### config.mk
export PLATFORM = sky130hd
export DESIGN_NAME = pc_fetch_sequencer
export DESIGN_NICKNAME = d
export VERILOG_FILES = /design/src/rtl/pc_fetch_sequencer.sv
export SDC_FILE = /design/constraint.sdc
export NUM_CORES = 1
export LEC_CHECK = 0
export CORE_UTILIZATION = 50
export CTS_CLUSTER_DIAMETER = 30
export CTS_CLUSTER_SIZE = 24
export DETAILED_ROUTE_END_ITERATION = 8
export GPL_TIMING_DRIVEN = 1
export PLACE_DENSITY = 0.8
export SLEW_MARGIN = 10
export SYNTH_ARGS = -nofsm -noshare
export SYNTH_HDL_FRONTEND = slang
export SYNTH_SLANG_ARGS = --single-unit
### constraint.sdc
create_clock -name clock -period 2.2 [get_ports clock]
set_input_delay 0.33 -clock clock [delete_from_list [all_inputs] [get_ports clock]]
set_output_delay 0.33 -clock clock [all_outputs]
set_load 0.1 [all_outputs]
### src/rtl/pc_fetch_sequencer.sv
// pc_fetch_sequencer
//   Program-counter and fetch-sequencing stage of the 8-bit core. It produces
//   the instruction-memory address each cycle, redirects on a taken BLQZ and
//   squashes the wrong-path fetch with bubbles. It also owns program start and
//   halt.
//
//   Parameters
//     PC_W         program-counter width (instruction memory is 2^PC_W words)
//     START_PC     PC loaded on reset and on every start pulse
//     FLUSH_CYCLES bubbles inserted after a taken branch (1..3)
//
//   Ports
//     clock        rising-edge clock
//     reset_n      asynchronous active-low reset
//     start        one-cycle pulse, honoured in IDLE or DONE only
//     stall        holds pc and fetch_valid (RUN only)
//     jump_flag    registered taken-branch flag from the execute ALU
//     jump_target  branch destination, used only when jump_flag=1
//     halt_req     decoded halt instruction reached execute
//     pc           instruction-memory fetch address
//     fetch_valid  instruction at pc is on the committed path
//     done         program finished; held until the next start
//     branch_count taken branches since last start, saturating at 255
module pc_fetch_sequencer #(
  parameter int unsigned          PC_W         = 10,
  parameter logic [PC_W-1:0]      START_PC     = '0,
  parameter int unsigned          FLUSH_CYCLES = 1
) (
  input  logic            clock,
  input  logic            reset_n,
  input  logic            start,
  input  logic            stall,
  input  logic            jump_flag,
  input  logic [PC_W-1:0] jump_target,
  input  logic            halt_req,
  output logic [PC_W-1:0] pc,
  output logic            fetch_valid,
  output logic            done,
  output logic [7:0]      branch_count
);

  typedef enum logic [1:0] {
    IDLE  = 2'd0,
    RUN   = 2'd1,
    FLUSH = 2'd2,
    DONE  = 2'd3
  } state_t;

  localparam logic [1:0] FLUSH_INIT = 2'(FLUSH_CYCLES - 1);

  state_t            state_q, state_d;
  logic [PC_W-1:0]   pc_q, pc_d;
  logic              valid_q, valid_d;
  logic              done_q, done_d;
  logic [7:0]        bcnt_q, bcnt_d;
  logic [1:0]        fcnt_q, fcnt_d;

  // State register
  always_ff @(posedge clock or negedge reset_n) begin
    if (!reset_n) state_q <= IDLE;
    else          state_q <= state_d;
  end

  // Next-state logic; RUN priority is halt > jump > stall
  always_comb begin
    state_d = state_q;
    unique case (state_q)
      IDLE:  if (start) state_d = RUN;
      RUN: begin
        if (halt_req)       state_d = DONE;
        else if (jump_flag) state_d = FLUSH;
      end
      FLUSH: if (fcnt_q == 2'd0) state_d = RUN;
      DONE:  if (start) state_d = RUN;
      default: state_d = IDLE;
    endcase
  end

  // Next values of the registered outputs and the flush counter
  always_comb begin
    pc_d    = pc_q;
    valid_d = valid_q;
    done_d  = done_q;
    bcnt_d  = bcnt_q;
    fcnt_d  = fcnt_q;
    unique case (state_q)
      IDLE: begin
        if (start) begin
          pc_d    = START_PC;
          valid_d = 1'b1;
          done_d  = 1'b0;
          bcnt_d  = '0;
        end
      end
      RUN: begin
        if (halt_req) begin
          done_d  = 1'b1;
          valid_d = 1'b0;
        end else if (jump_flag) begin
          pc_d    = jump_target;
          valid_d = 1'b0;
          fcnt_d  = FLUSH_INIT;
          if (bcnt_q != 8'hFF) bcnt_d = bcnt_q + 8'd1;
        end else if (!stall) begin
          pc_d    = pc_q + PC_W'(1);
          valid_d = 1'b1;
        end
      end
      FLUSH: begin
        // Counter runs regardless of stall; leaving with pc unchanged
        // fetches the branch target itself.
        if (fcnt_q == 2'd0) valid_d = 1'b1;
        else begin
          valid_d = 1'b0;
          fcnt_d  = fcnt_q - 2'd1;
        end
      end
      DONE: begin
        valid_d = 1'b0;
        done_d  = 1'b1;
        if (start) begin
          pc_d    = START_PC;
          valid_d = 1'b1;
          done_d  = 1'b0;
          bcnt_d  = '0;
        end
      end
      default: ;
    endcase
  end

  // Output and counter registers
  always_ff @(posedge clock or negedge reset_n) begin
    if (!reset_n) begin
      pc_q    <= START_PC;
      valid_q <= 1'b0;
      done_q  <= 1'b0;
      bcnt_q  <= '0;
      fcnt_q  <= '0;
    end else begin
      pc_q    <= pc_d;
      valid_q <= valid_d;
      done_q  <= done_d;
      bcnt_q  <= bcnt_d;
      fcnt_q  <= fcnt_d;
    end
  end

  assign pc           = pc_q;
  assign fetch_valid  = valid_q;
  assign done         = done_q;
  assign branch_count = bcnt_q;

endmodule

==> qor.txt <==
Status -> completed
Synth cell types -> 40
Final count of pins violating max slew -> 0
Slew @ Worst Pin -> 0.4879 ns
Sequential element share of the synthesized area -> 38.31%
Met2 routed WL -> 1.761 mm
Post-synthesis cell count -> 175
Setup tns final -> 0 ns
H-tree depth -> 1
Synth cell count leaders -> dfrtp_1 (24), nand2_1 (21), nand3_1 (17)
Hold Path Class -> in -> async
Startpoint type of the worst setup path -> flop
DR WL met3 -> 221 um
Worst R2R Path Depth -> 7
Cts bufs inserted -> 3
Worst EP required -> 2.43 ns
# IOs -> 36
Ys Warns -> 0
Fin Hold WS -> 0.3585 ns
Initial Util -> 54.96%
Final hold violations -> 0
Post-layout nets -> 239
Fmax -> 493.0 MHz
Final wirelength -> 3.697 mm
CORE AREA -> 2853 sq um
Largest net degree at the start of global routing -> 25
CP Class -> reg -> reg
CTS root buf -> clkbuf_4
Number of flops mapped to enable cells by yosys -> 0
Die height -> 58.00 um
Detailed-route DRC error count -> 0
Synthesized area per cell -> 8.959 sq um
Final period util -> 92.20%
Top FF cell, synth -> dfrtp_1
Setup crit start -> state_q[0]
CTS Buffer Depth -> 2
DRT Pass-1 Iters -> 4
Worst-path fanout max -> 10
Worst Setup End Kind -> flop
CTS sink cnt -> 24
Clock Skew -> 0.002456 ns
Iteration-0 DRC Markers -> 57
Final core occ -> 67.59%
Final antenna-violating net count -> 0
Placed inst area -> 1906 sq um
Share of the synthesized area in the top cell type -> 38.31%
Cell area after synthesis -> 1568 sq um
First-pass GRT wire length -> 6.341 mm
Critical Path AT -> 2.26 ns
Share of post-route cells with drive strength above 1 -> 18.78%
Synth top area cells -> dfrtp_1 (38%), ha_1 (6.4%), nand3_1 (5.4%), nand2_1 (5.0%), a21oi_1 (3.5%)
Via count -> 1488
Post-CTS Setup Inserts -> 0
Reg-to-reg critical path startpoint -> state_q[0]
Placer Congestion -> 0.8742
GRT Total Usage -> 24.25%
Chip width -> 58.00 um
# port buffers -> 35
Most frequent cell after synthesis -> dfrtp_1
Post-synth ARST share -> 100.0%
Clk Latency, worst-skew pair -> 0.31 ns
Top Metal Used -> met4
Hpwl dp -> 2.836 mm
Syn Nets -> 199
WL per Instance -> 15.15 um
Slew headroom -> 67.26%
Number of global-route vias before repair -> 1436
Hold Buf Count CTS -> 0
GRT Residual Overflow -> 0
Unrepaired setup endpoints after global routing -> false
Worst-path clk slew -> 0.13 ns
Full die area -> 3363 sq um
Area leader, netlist -> dfrtp_1
Cell Rows -> 19
Max-cap viol count -> 0
Final setup fails -> 0
Register-to-register setup slack -> 0.17 ns
Area Overhead vs Synth -> 22.98%
Initial antenna violation count -> 0
Cell area after layout -> 1928 sq um
Flops & latches, synth -> 24
Drt via density -> 6.098
M1 WL -> 1.682 mm
# diodes -> 0
Cts repair resizes -> 0
# fillers -> 247
CTS tree -> done
Tmin final -> 2.028 ns
## cell type report
cell class	instances	area, sq um	share of cell area (%)
Timing Repair Buffer	40	337.8	17.52
Multi-Input combinational cell	139	902.1	46.79
Sequential cell	24	600.6	31.15
Tap cell	31	38.79	2.012
Inverter	7	26.28	1.363
Clock buffer	3	22.52	1.168
## per-layer routing
layer  up-vias  track usage [%]
met2        47            40.56
met1       715            32.90
li1        722                -
met3         4            3.571
met4         0            6.803
met5         -                0
## kinds of logic (layout without fill, tap and decap cells)
group                      count (synthesis)  in the layout  synth area share [%]
AOI/OAI and AO/OA                         47             47                 20.99
muxes                                      7              7                 5.028
adders and majority gates                  8              8                 6.385
DFF                                       24             24                 38.31
buffers and inverters                     12             50                 4.150
and+or+nand+nor                           77             77                 25.14
## state kept, by name, summed over array words and instances, names as in the netlist
register      cells
done              1
fetch_valid       1
pc               10
branch_count      8
fcnt_q            2
state_q           2
## worst paths after layout
check	endpoint
worst max-delay path	branch_count[7]
worst min-delay path	done
worst max register to register	branch_count[7]
worst min register to register	fetch_valid
max in group asynchronous	branch_count[5]
min in group clock	fetch_valid
## critical path, stage by stage, from the launching register on
cell,delay [ns]
dfrtp_1,0.43
inv_1,0.10
ha_1,0.34
mux2_4,0.37
a21boi_2,0.19
o21ai_1,0.28
nand2_1,0.12
o211ai_1,0.12
## through the flow
step	instances	worst slack [ns]
6_report	244	0.1717
2_1_floorplan	175	0.01193
3_3_place_gp	241	0.2644
4_1_cts	244	0.2090
5_1_grt	244	0.06395
3_5_place_dp	241	0.1794
## placed cells by master, fill, tap and decap left out, types with 4 or more instances in the layout
| cell type | count |
|---|---|
| o211ai_1 | 4 |
| and3_1 | 8 |
| o21ai_1 | 8 |
| dfrtp_1 | 24 |
| ha_1 | 8 |
| buf_4 | 25 |
| nor3_1 | 4 |
| clkdlybuf4s50_1 | 15 |
| nand2_1 | 21 |
| and2_1 | 5 |
| inv_1 | 7 |
| o21ai_0 | 6 |
| a221o_1 | 4 |
| nand3_1 | 17 |
| nor2b_1 | 4 |
| a21oi_1 | 11 |
| nor2_1 | 6 |
Power is left out: the tool's default activity adds up to more than one toggle a clock period on the data nets, which glitch-free logic cannot reach.
